==> src/rtl/rgb_thresh_pkg.sv <==
// Shared defaults, configuration address map and reset bound values for the RGB threshold classifier.
package rgb_thresh_pkg;

  localparam int DEF_PIX_W       = 10;
  localparam int DEF_NUM_CLASSES = 3;
  localparam int DEF_CNT_W       = 22;
  localparam int MAX_PIX_W       = 10;

  // Class k occupies config words 2k (min) and 2k+1 (max).
  localparam int MIN_OFS = 0;
  localparam int MAX_OFS = 1;

  // min above max means no pixel can land inside the box.
  localparam logic [3*MAX_PIX_W-1:0] BOUND_MIN_RST = '1;
  localparam logic [3*MAX_PIX_W-1:0] BOUND_MAX_RST = '0;

endpackage

==> src/rtl/rgb_class_compare.sv <==
// One colour box: registers the six per-component min/max compares of a pixel (pipeline stage 1).
// Latency 1 cycle; no backpressure.
module rgb_class_compare
  import rgb_thresh_pkg::*;
#(
  parameter int PIX_W = DEF_PIX_W
) (
  input  logic               clock,
  input  logic               reset_n,
  input  logic [3*PIX_W-1:0] i_pix,
  input  logic [3*PIX_W-1:0] i_min,
  input  logic [3*PIX_W-1:0] i_max,
  output logic [5:0]         o_cmp
);

  logic [2:0] w_ge;
  logic [2:0] w_le;
  logic [5:0] r_cmp;

  always_comb begin
    w_ge = '0;
    w_le = '0;
    for (int c = 0; c < 3; c++) begin
      w_ge[c] = i_pix[c*PIX_W +: PIX_W] >= i_min[c*PIX_W +: PIX_W];
      w_le[c] = i_pix[c*PIX_W +: PIX_W] <= i_max[c*PIX_W +: PIX_W];
    end
  end

  always_ff @(posedge clock) begin
    if (!reset_n) begin
      r_cmp <= '0;
    end else begin
      r_cmp <= {w_le, w_ge};
    end
  end

  assign o_cmp = r_cmp;

endmodule

==> src/rtl/rgb_threshold_classifier.sv <==
// Two-stage RGB box classifier with frame-synchronous threshold commit; latency 2, one pixel/cycle.
// Optional per-class per-frame hit counters under RGB_THRESH_COUNT_EN.
module rgb_threshold_classifier
  import rgb_thresh_pkg::*;
#(
  parameter  int PIX_W       = DEF_PIX_W,
  parameter  int NUM_CLASSES = DEF_NUM_CLASSES,
  parameter  int CNT_W       = DEF_CNT_W,
  localparam int ADDR_W      = $clog2(2*NUM_CLASSES)
) (
  input  logic                         clock,
  input  logic                         reset_n,
  input  logic [PIX_W-1:0]             in_red,
  input  logic [PIX_W-1:0]             in_green,
  input  logic [PIX_W-1:0]             in_blue,
  input  logic                         in_valid,
  input  logic                         in_frame_start,
  input  logic                         in_frame_end,
  input  logic                         cfg_wr,
  input  logic [ADDR_W-1:0]            cfg_addr,
  input  logic [3*PIX_W-1:0]           cfg_wrdata,
  input  logic                         cfg_commit,
  output logic                         cfg_pending,
  output logic [NUM_CLASSES-1:0]       out_class,
  output logic                         out_any,
  output logic                         out_valid,
  output logic                         out_frame_start,
  output logic                         out_frame_end,
  output logic [NUM_CLASSES*CNT_W-1:0] out_count,
  output logic                         out_count_valid
);

  localparam int BW = 3*PIX_W;

  logic [BW-1:0] r_shadow_min [NUM_CLASSES];
  logic [BW-1:0] r_shadow_max [NUM_CLASSES];
  logic [BW-1:0] r_active_min [NUM_CLASSES];
  logic [BW-1:0] r_active_max [NUM_CLASSES];
  logic [BW-1:0] w_shadow_min_nxt [NUM_CLASSES];
  logic [BW-1:0] w_shadow_max_nxt [NUM_CLASSES];
  logic [BW-1:0] w_active_min_nxt [NUM_CLASSES];
  logic [BW-1:0] w_active_max_nxt [NUM_CLASSES];
  logic [5:0]    w_cmp [NUM_CLASSES];

  logic                   r_pending;
  logic                   w_addr_ok;
  logic                   w_xfer;
  logic                   r_s1_vld;
  logic                   r_s1_fs;
  logic                   r_s1_fe;
  logic [NUM_CLASSES-1:0] w_hit;

  assign w_addr_ok = int'(cfg_addr) < 2*NUM_CLASSES;
  // A commit arriving on the start pixel itself still lands on this frame.
  assign w_xfer    = in_valid & in_frame_start & (r_pending | cfg_commit);

  // Stage-1 compares see the post-transfer set so the start pixel uses the new bounds.
  always_comb begin
    for (int k = 0; k < NUM_CLASSES; k++) begin
      w_shadow_min_nxt[k] = r_shadow_min[k];
      w_shadow_max_nxt[k] = r_shadow_max[k];
      if (cfg_wr && w_addr_ok && cfg_addr == ADDR_W'(2*k + MIN_OFS)) w_shadow_min_nxt[k] = cfg_wrdata;
      if (cfg_wr && w_addr_ok && cfg_addr == ADDR_W'(2*k + MAX_OFS)) w_shadow_max_nxt[k] = cfg_wrdata;
      w_active_min_nxt[k] = w_xfer ? w_shadow_min_nxt[k] : r_active_min[k];
      w_active_max_nxt[k] = w_xfer ? w_shadow_max_nxt[k] : r_active_max[k];
    end
  end

  always_ff @(posedge clock) begin
    if (!reset_n) begin
      for (int k = 0; k < NUM_CLASSES; k++) begin
        r_shadow_min[k] <= BOUND_MIN_RST[BW-1:0];
        r_shadow_max[k] <= BOUND_MAX_RST[BW-1:0];
        r_active_min[k] <= BOUND_MIN_RST[BW-1:0];
        r_active_max[k] <= BOUND_MAX_RST[BW-1:0];
      end
      r_pending <= 1'b0;
    end else begin
      for (int k = 0; k < NUM_CLASSES; k++) begin
        r_shadow_min[k] <= w_shadow_min_nxt[k];
        r_shadow_max[k] <= w_shadow_max_nxt[k];
        r_active_min[k] <= w_active_min_nxt[k];
        r_active_max[k] <= w_active_max_nxt[k];
      end
      r_pending <= ~w_xfer & (r_pending | cfg_commit);
    end
  end

  assign cfg_pending = r_pending;

  for (genvar k = 0; k < NUM_CLASSES; k++) begin : g_class
    rgb_class_compare #(.PIX_W(PIX_W)) u_cmp (
      .clock   (clock),
      .reset_n (reset_n),
      .i_pix   ({in_red, in_green, in_blue}),
      .i_min   (w_active_min_nxt[k]),
      .i_max   (w_active_max_nxt[k]),
      .o_cmp   (w_cmp[k])
    );
    assign w_hit[k] = r_s1_vld & (&w_cmp[k]);
  end

  always_ff @(posedge clock) begin
    if (!reset_n) begin
      r_s1_vld        <= 1'b0;
      r_s1_fs         <= 1'b0;
      r_s1_fe         <= 1'b0;
      out_class       <= '0;
      out_any         <= 1'b0;
      out_valid       <= 1'b0;
      out_frame_start <= 1'b0;
      out_frame_end   <= 1'b0;
    end else begin
      r_s1_vld        <= in_valid;
      r_s1_fs         <= in_valid & in_frame_start;
      r_s1_fe         <= in_valid & in_frame_end;
      out_class       <= w_hit;
      out_any         <= |w_hit;
      out_valid       <= r_s1_vld;
      out_frame_start <= r_s1_fs;
      out_frame_end   <= r_s1_fe;
    end
  end

`ifdef RGB_THRESH_COUNT_EN
  logic [CNT_W-1:0]             r_cnt [NUM_CLASSES];
  logic [CNT_W-1:0]             w_cnt_nxt [NUM_CLASSES];
  logic [NUM_CLASSES*CNT_W-1:0] r_count;
  logic                         r_count_vld;

  // Counting happens at stage 2 so the report lines up with out_frame_end.
  always_comb begin
    for (int k = 0; k < NUM_CLASSES; k++) begin
      w_cnt_nxt[k] = r_s1_fs ? '0 : r_cnt[k];
      if (w_hit[k] && w_cnt_nxt[k] != {CNT_W{1'b1}}) w_cnt_nxt[k] = w_cnt_nxt[k] + 1'b1;
    end
  end

  always_ff @(posedge clock) begin
    if (!reset_n) begin
      for (int k = 0; k < NUM_CLASSES; k++) r_cnt[k] <= '0;
      r_count     <= '0;
      r_count_vld <= 1'b0;
    end else begin
      if (r_s1_vld) begin
        for (int k = 0; k < NUM_CLASSES; k++) r_cnt[k] <= w_cnt_nxt[k];
      end
      if (r_s1_fe) begin
        for (int k = 0; k < NUM_CLASSES; k++) r_count[k*CNT_W +: CNT_W] <= w_cnt_nxt[k];
      end
      r_count_vld <= r_s1_fe;
    end
  end

  assign out_count       = r_count;
  assign out_count_valid = r_count_vld;
`else
  assign out_count       = '0;
  assign out_count_valid = 1'b0;
`endif

endmodule

==> config.mk <==
export PLATFORM = sky130hd
export DESIGN_NAME = rgb_threshold_classifier
export DESIGN_NICKNAME = d
export VERILOG_FILES = /design/src/rtl/rgb_thresh_pkg.sv /design/src/rtl/rgb_class_compare.sv /design/src/rtl/rgb_threshold_classifier.sv
export SDC_FILE = /design/constraint.sdc
export NUM_CORES = 1
export LEC_CHECK = 0
export ABC_AREA = 1
export CAP_MARGIN = 20
export CORE_ASPECT_RATIO = 1.1
export CORE_MARGIN = 2
export CORE_UTILIZATION = 50
export DETAILED_ROUTE_END_ITERATION = 10
export GPL_ROUTABILITY_DRIVEN = 0
export GPL_TIMING_DRIVEN = 0
export PLACE_DENSITY = 0.7
export SETUP_SLACK_MARGIN = 0.3
export SLEW_MARGIN = 20
export SYNTH_ARGS = -nofsm -noshare
export SYNTH_HDL_FRONTEND = slang
export SYNTH_SLANG_ARGS = --single-unit
==> constraint.sdc <==
create_clock -name clock -period 3.2 [get_ports clock]
set_clock_uncertainty 0.05 [all_clocks]
set_input_delay 0.96 -clock clock [delete_from_list [all_inputs] [get_ports clock]]
set_output_delay 0.96 -clock clock [all_outputs]
set_load 0.005 [all_outputs]
After elaboration in Yosys (flattened, before gate mapping)
Memories as Yosys holds them, arrays and structs flattened. Index checks and enable logic that the tools add are counted.

Flip-flop bits (word level): 29. Output and inout port bits: 75. Input port bits: 70. Memories kept: 4. RAM bits: 360.

Memory list: r_active_max (words 3, bits a word 30, rd ports 3, clocked after memory_dff 0, write ports 3, line rgb_threshold_classifier.sv:38) `logic [BW-1:0] r_active_max [NUM_CLASSES];`; r_active_min (words 3, bits a word 30, rd ports 3, clocked after memory_dff 0, write ports 3, line rgb_threshold_classifier.sv:37) `logic [BW-1:0] r_active_min [NUM_CLASSES];`; r_shadow_max (words 3, bits a word 30, rd ports 3, clocked after memory_dff 0, write ports 3, line rgb_threshold_classifier.sv:36) `logic [BW-1:0] r_shadow_max [NUM_CLASSES];`; r_shadow_min (words 3, bits a word 30, rd ports 3, clocked after memory_dff 0, write ports 3, line rgb_threshold_classifier.sv:35) `logic [BW-1:0] r_shadow_min [NUM_CLASSES];`.

Bitwise operators: 21. Muxes and demuxes: 26. Reductions and logical operators: 12. Magnitude comparators: 19. Equality and inequality tests: 5.

Operators with widths (number): $mux W30 (24); $ge A10 B10 Y1 (9); $le A10 B10 Y1 (9); $reduce_and A6 Y1 (3); $or A1 B1 Y1 (13); $and A1 B1 Y1 (7); $logic_and A1 B1 Y1 (7); $eq A3 B2 Y1 const B (2); $eq A3 B3 Y1 const B (2); $eq A3 B1 Y1 const B (1); $logic_not A3 Y1 (1); $lt A3 B3 Y1 const B (1); $reduce_or A3 Y1 (1); $mux W1 (2); $not A1 Y1 (1).

Logic depth before layout (Yosys ltp)
Depth in word-level cells: 6. Mapped depth: 16.

By module
A second synthesis with hierarchy kept.

Cells, all modules: 3063. Area total of the unflattened synthesis: 21041.4 um^2.

Modules (own cells, without submodules): rgb_threshold_classifier (sequential area each 7427.1 um^2, cells each 2187, area an instance 15512.4 um^2, instances 1); rgb_class_compare (sequential area each 120.1 um^2, cells each 292, area an instance 1843.0 um^2, instances 3).

Worst setup path after synthesis
No wires, ideal clock.

Path type: input port to flip-flop. Start: input in_frame_start. End: register g_class[2].u_cmp.r_cmp[1]. Data arrival time: 2.524 ns. Setup slack: 0.516 ns. Data required time: 3.040 ns. Path buffers: 2. Setup time: 0.110 ns. Cell stages on the path: 11. Path through: nand2_1 -> nor2_4 -> buf_4 -> buf_4 -> mux2i_1 -> ha_1 -> a21o_1 -> nor2_1 -> nand3_1 -> nand2_1 -> inv_1.

Word-level cells in the longest chain between the ends: 4.

Ends and longest elaborated chain: from (decl) (line rgb_threshold_classifier.sv:17) `input logic in_frame_start,`; $and A1 B1 Y1 (2 in a row) (line rgb_threshold_classifier.sv:55) `assign w_xfer = in_valid & in_frame_start & (r_pending | cfg_commit);`; $mux W30 (line rgb_threshold_classifier.sv:64) `w_active_min_nxt[k] = w_xfer ? w_shadow_min_nxt[k] : r_active_min[k];`; $ge A10 B10 Y1 (line rgb_class_compare.sv:24) `w_ge[c] = i_pix[c*PIX_W +: PIX_W] >= i_min[c*PIX_W +: PIX_W];`; to (signal assigned) (line rgb_class_compare.sv:33) `r_cmp <= {w_le, w_ge};`; to (decl) (line rgb_class_compare.sv:18) `logic [5:0] r_cmp;`.

No other way between the ends. A chain may end at the register's enable or synchronous reset.

Worst setup path in the final report
Start: input cfg_commit. End: register g_class[0].u_cmp.r_cmp[4].

Word-level cells in the longest chain between the ends: 4.

Ends and longest elaborated chain: from (decl) (line rgb_threshold_classifier.sv:22) `input logic cfg_commit,`; $or A1 B1 Y1 (line rgb_threshold_classifier.sv:55); $and A1 B1 Y1 (line rgb_threshold_classifier.sv:55); $mux W30 (line rgb_threshold_classifier.sv:65) `w_active_max_nxt[k] = w_xfer ? w_shadow_max_nxt[k] : r_active_max[k];`; $le A10 B10 Y1 (line rgb_class_compare.sv:25) `w_le[c] = i_pix[c*PIX_W +: PIX_W] <= i_max[c*PIX_W +: PIX_W];`; to (signal assigned) (line rgb_class_compare.sv:33); to (decl) (line rgb_class_compare.sv:18).

No other way between the ends.

==> impl_metrics.json <==
{
  "path_buf_inv": 6,
  "die_w_um": 189,
  "synth_xor_area_frac": 0,
  "io_buffers": 77,
  "path_max_fanout": 10,
  "multi_input_area_mm2": 0.00998,
  "crit_family": "buffers and inverters",
  "fin_crit_sh": 0.875,
  "path_cells": "dlygate4sd2_1, nor2_4, nor2_4, buf_12, buf_4, buf_4, buf_4, or2_2, nand2_2, ha_1, nand2_2, inv_1, a21oi_1, nand3_1, a21oi_2",
  "place_hpwl_um": 43000,
  "criticalPathCategory": "input port to register",
  "post-route-drc-count": 0,
  "rr_worst_depth": 15,
  "rows": 74,
  "whs_endpoint": "out_frame_start",
  "setup_viol": 0,
  "ys.flop_type": "dfxtp_1",
  "synth_area_mm2": 0.0189,
  "cts_hold_buf": 0,
  "ir_worst_vdd_uv": 430,
  "synthMuxAreaShare": 0.0286,
  "hold_viol_final": 0,
  "critical_path_required_ns": 3.61,
  "yosysSeqAreaShare": 0.412,
  "grt_pass1_wl_um": 92000,
  "cap_violations": 0,
  "netlist_instances": 2435,
  "cts_buffers": 41,
  "avgSynthCellArea_um2": 7.77,
  "place_ws_ns": -1.13,
  "vias_per_cell": 5.31,
  "io_pins": 145,
  "cp.arrival_ns": 3.21,
  "slew_headroom": 0.291,
  "r2r-end": "g_class[0].u_cmp.o_cmp[2]",
  "cp_slowest_cell": "or2_2",
  "num-nets-final": 2888,
  "cts_sinks": 389,
  "worstHoldStart": "r_s1_fs",
  "rsz0062_at_grt": "no",
  "path_common_cell": "buf_4",
  "synth_compound_area_frac": 0.105,
  "drtPass1Iterations": 7,
  "grt_max_degree": 15,
  "hold_path_class": "register to register",
  "synth-seq-cells": 389,
  "crit_path_start_kind": "input port",
  "overflow": 0,
  "drive_gt1_frac": 0.150,
  "tightest_slew_ns": 1.06,
  "initialDrtViolationCount": 1569,
  "regArea_mm2": 0.00779,
  "fmax_mhz": 357,
  "max_stage_delay_ns": 0.28,
  "power_mw": 11.7,
  "clk_latency_ns": 0.55,
  "hold_depth": 2,
  "grt_usage": 0.309,
  "die_h_um": 208,
  "synth_top_family_by_area": "simple AND/OR/NAND/NOR gates",
  "r2r_start": "cfg_pending",
  "power_density_mw_per_mm2": 512,
  "wl_um": 61700,
  "initial_core_util": 0.508,
  "cts_tree": "built",
  "yosysUniqueCellTypes": 25,
  "synth_edf_count": 0,
  "area_growth_pct": 20.4,
  "endpoint_kind": "register",
  "power.leakage_nw": 11.2,
  "async_reset_ff_frac": 0,
  "setup_ws_ns": 0.399,
  "nFillCells": 3284,
  "dr_total_vias": 16770,
  "cts_root_buf": "clkbuf_16",
  "clk_pin_slew_ns": 0.06,
  "maxSlewViolCount": 0,
  "status": "complete, no violations",
  "dieArea_mm2": 0.0394,
  "synth_fa_ha_area_frac": 0.119,
  "h-tree-depth": 2,
  "yosys.area_share.simple": 0.247,
  "core-area_mm2": 0.0372,
  "grt_antenna_before_repair": 2,
  "clock_path_buffers": 3,
  "period_needed_ns": 2.80,
  "ys_warn_count": 0,
  "wl_per_cell_um": 19.5,
  "grt_pass1_vias": 15771,
  "r2r_slack_ns": 0.69,
  "postRouteAntennaNets": 0
}
## logic make-up (layout without fill, tap and decap cells)
logic type                 after synthesis  after routing
AOI/OAI and AO/OA                      348            348
adders and majority gates              180            180
buffers and inverters                  368            530
DFF                                    389            389
muxes                                   54             54
other                                    1             68
and+or+nand+nor                       1095           1096
## cells in the mapped netlist (all sizes together), types with 40 or more instances
cell type  number  share of area
a21oi          54          0.014
and2           63          0.021
buf            87          0.033
clkbuf         91          0.018
dfxtp         389           0.41
ha            180           0.12
inv           190          0.038
mux2i          54          0.029
nand2         607           0.12
nand3          40          0.011
nor2          251          0.050
o21ai         195          0.052
o21bai         81          0.032
or2           117          0.039
## layout by cell type, fill, tap and decap left out, drive strengths merged, types with 5 or more instances in the layout
cell type,netlist,layout
nand2,607,607
dfxtp,389,389
nor2,251,252
o21ai,195,195
inv,190,191
ha,180,180
clkbuf,91,132
buf,87,120
or2,117,117
o21bai,81,81
clkdlybuf4s50,0,70
conb,1,67
and2,63,63
mux2i,54,54
a21oi,54,54
nand3,40,40
nand4,12,12
o211ai,9,9
a21o,9,9
clkinv,0,5
## layout make-up
type                    count  area share
diodes                      1    0.000110
plain buffers             178      0.0607
clock buffers              58      0.0537
clock inverters            11     0.00610
inverters                 190      0.0313
multi-input cells        1745       0.438
flip-flops and latches    389       0.342
well taps                 494      0.0271
repair buffers             93      0.0405
## what timing repair did
item / CTS / global route
setup buffers: 11 / 5
endpoints found under the setup margin: 18 / 32
gates cloned: 1 / 0
gates resized for setup: 201 / 114
pin swaps: 9 / 16
## power breakdown
group | leakage (nW) | total, mW | switching [mW] | internal, mW
combinational | 7.35 | 1.69 | 1.04 | 0.654
sequential | 3.17 | 5.06 | 0.0486 | 5.01
clock | 0.668 | 4.89 | 2.00 | 2.89
total | 11.2 | 11.7 | 3.09 | 8.56
## stage by stage
step / instance area (um^2) / setup TNS [ns] / hold WS, ns / std cells / utilization
2_1_floorplan: 19200 / 0 / 0.340 / 2501 / -
3_3_place_gp: 20600 / -15.73 / 0.349 / 3072 / 0.552
3_5_place_dp: 20600 / -16.79 / 0.360 / 3072 / 0.552
4_1_cts: 22600 / 0 / 0.377 / 3153 / 0.606
5_1_grt: 22800 / 0 / 0.394 / 3158 / 0.612
6_report: 22800 / 0 / 0.369 / 3159 / 0.612
## worst register-to-register path, cell delays in order (launching register included)
cell	delay, ns
dfxtp_1	0.38
nor2_4	0.07
buf_12	0.13
nor2_4	0.20
inv_2	0.13
clkbuf_2	0.27
o21bai_1	0.30
ha_1	0.29
nand2_1	0.08
inv_1	0.04
nand2_1	0.05
nand2_1	0.05
nand2_1	0.06
nand3_1	0.15
nand2_1	0.10
inv_1	0.05
## worst max-delay path by stage
stage                   startpoint                        end  slack [ns]  cells past startpoint
global placement          in_valid  g_class[2].u_cmp.o_cmp[1]       -1.06                     13
detailed placement        in_valid  g_class[2].u_cmp.o_cmp[1]       -1.13                     13
finish                  cfg_commit  g_class[0].u_cmp.o_cmp[4]        0.40                     15
CTS                    cfg_addr[1]  g_class[2].u_cmp.o_cmp[1]        0.25                     14
global route            cfg_commit  g_class[0].u_cmp.o_cmp[3]        0.30                     15
floorplan           in_frame_start  g_class[2].u_cmp.o_cmp[1]        0.52                     11
## flip-flops by register name, indices dropped and copies added (netlist names)
signal	count
out_frame_end	1
out_frame_start	1
r_s1_fe	1
r_shadow_max	90
out_any	1
r_active_max	90
out_valid	1
r_s1_vld	1
r_active_min	90
out_class	3
g_class.u_cmp.o_cmp	18
r_s1_fs	1
cfg_pending	1
r_shadow_min	90
## routing by layer
layer	track usage	part of all wire	vias to the layer above
met3	0.0462	0.088	184
met1	0.398	0.41	7799
met5	0	0.00021	-
met2	0.495	0.44	759
met4	0.174	0.067	2
li1	-	-	8026
Note: power is estimated with default switching activity, not from simulation.
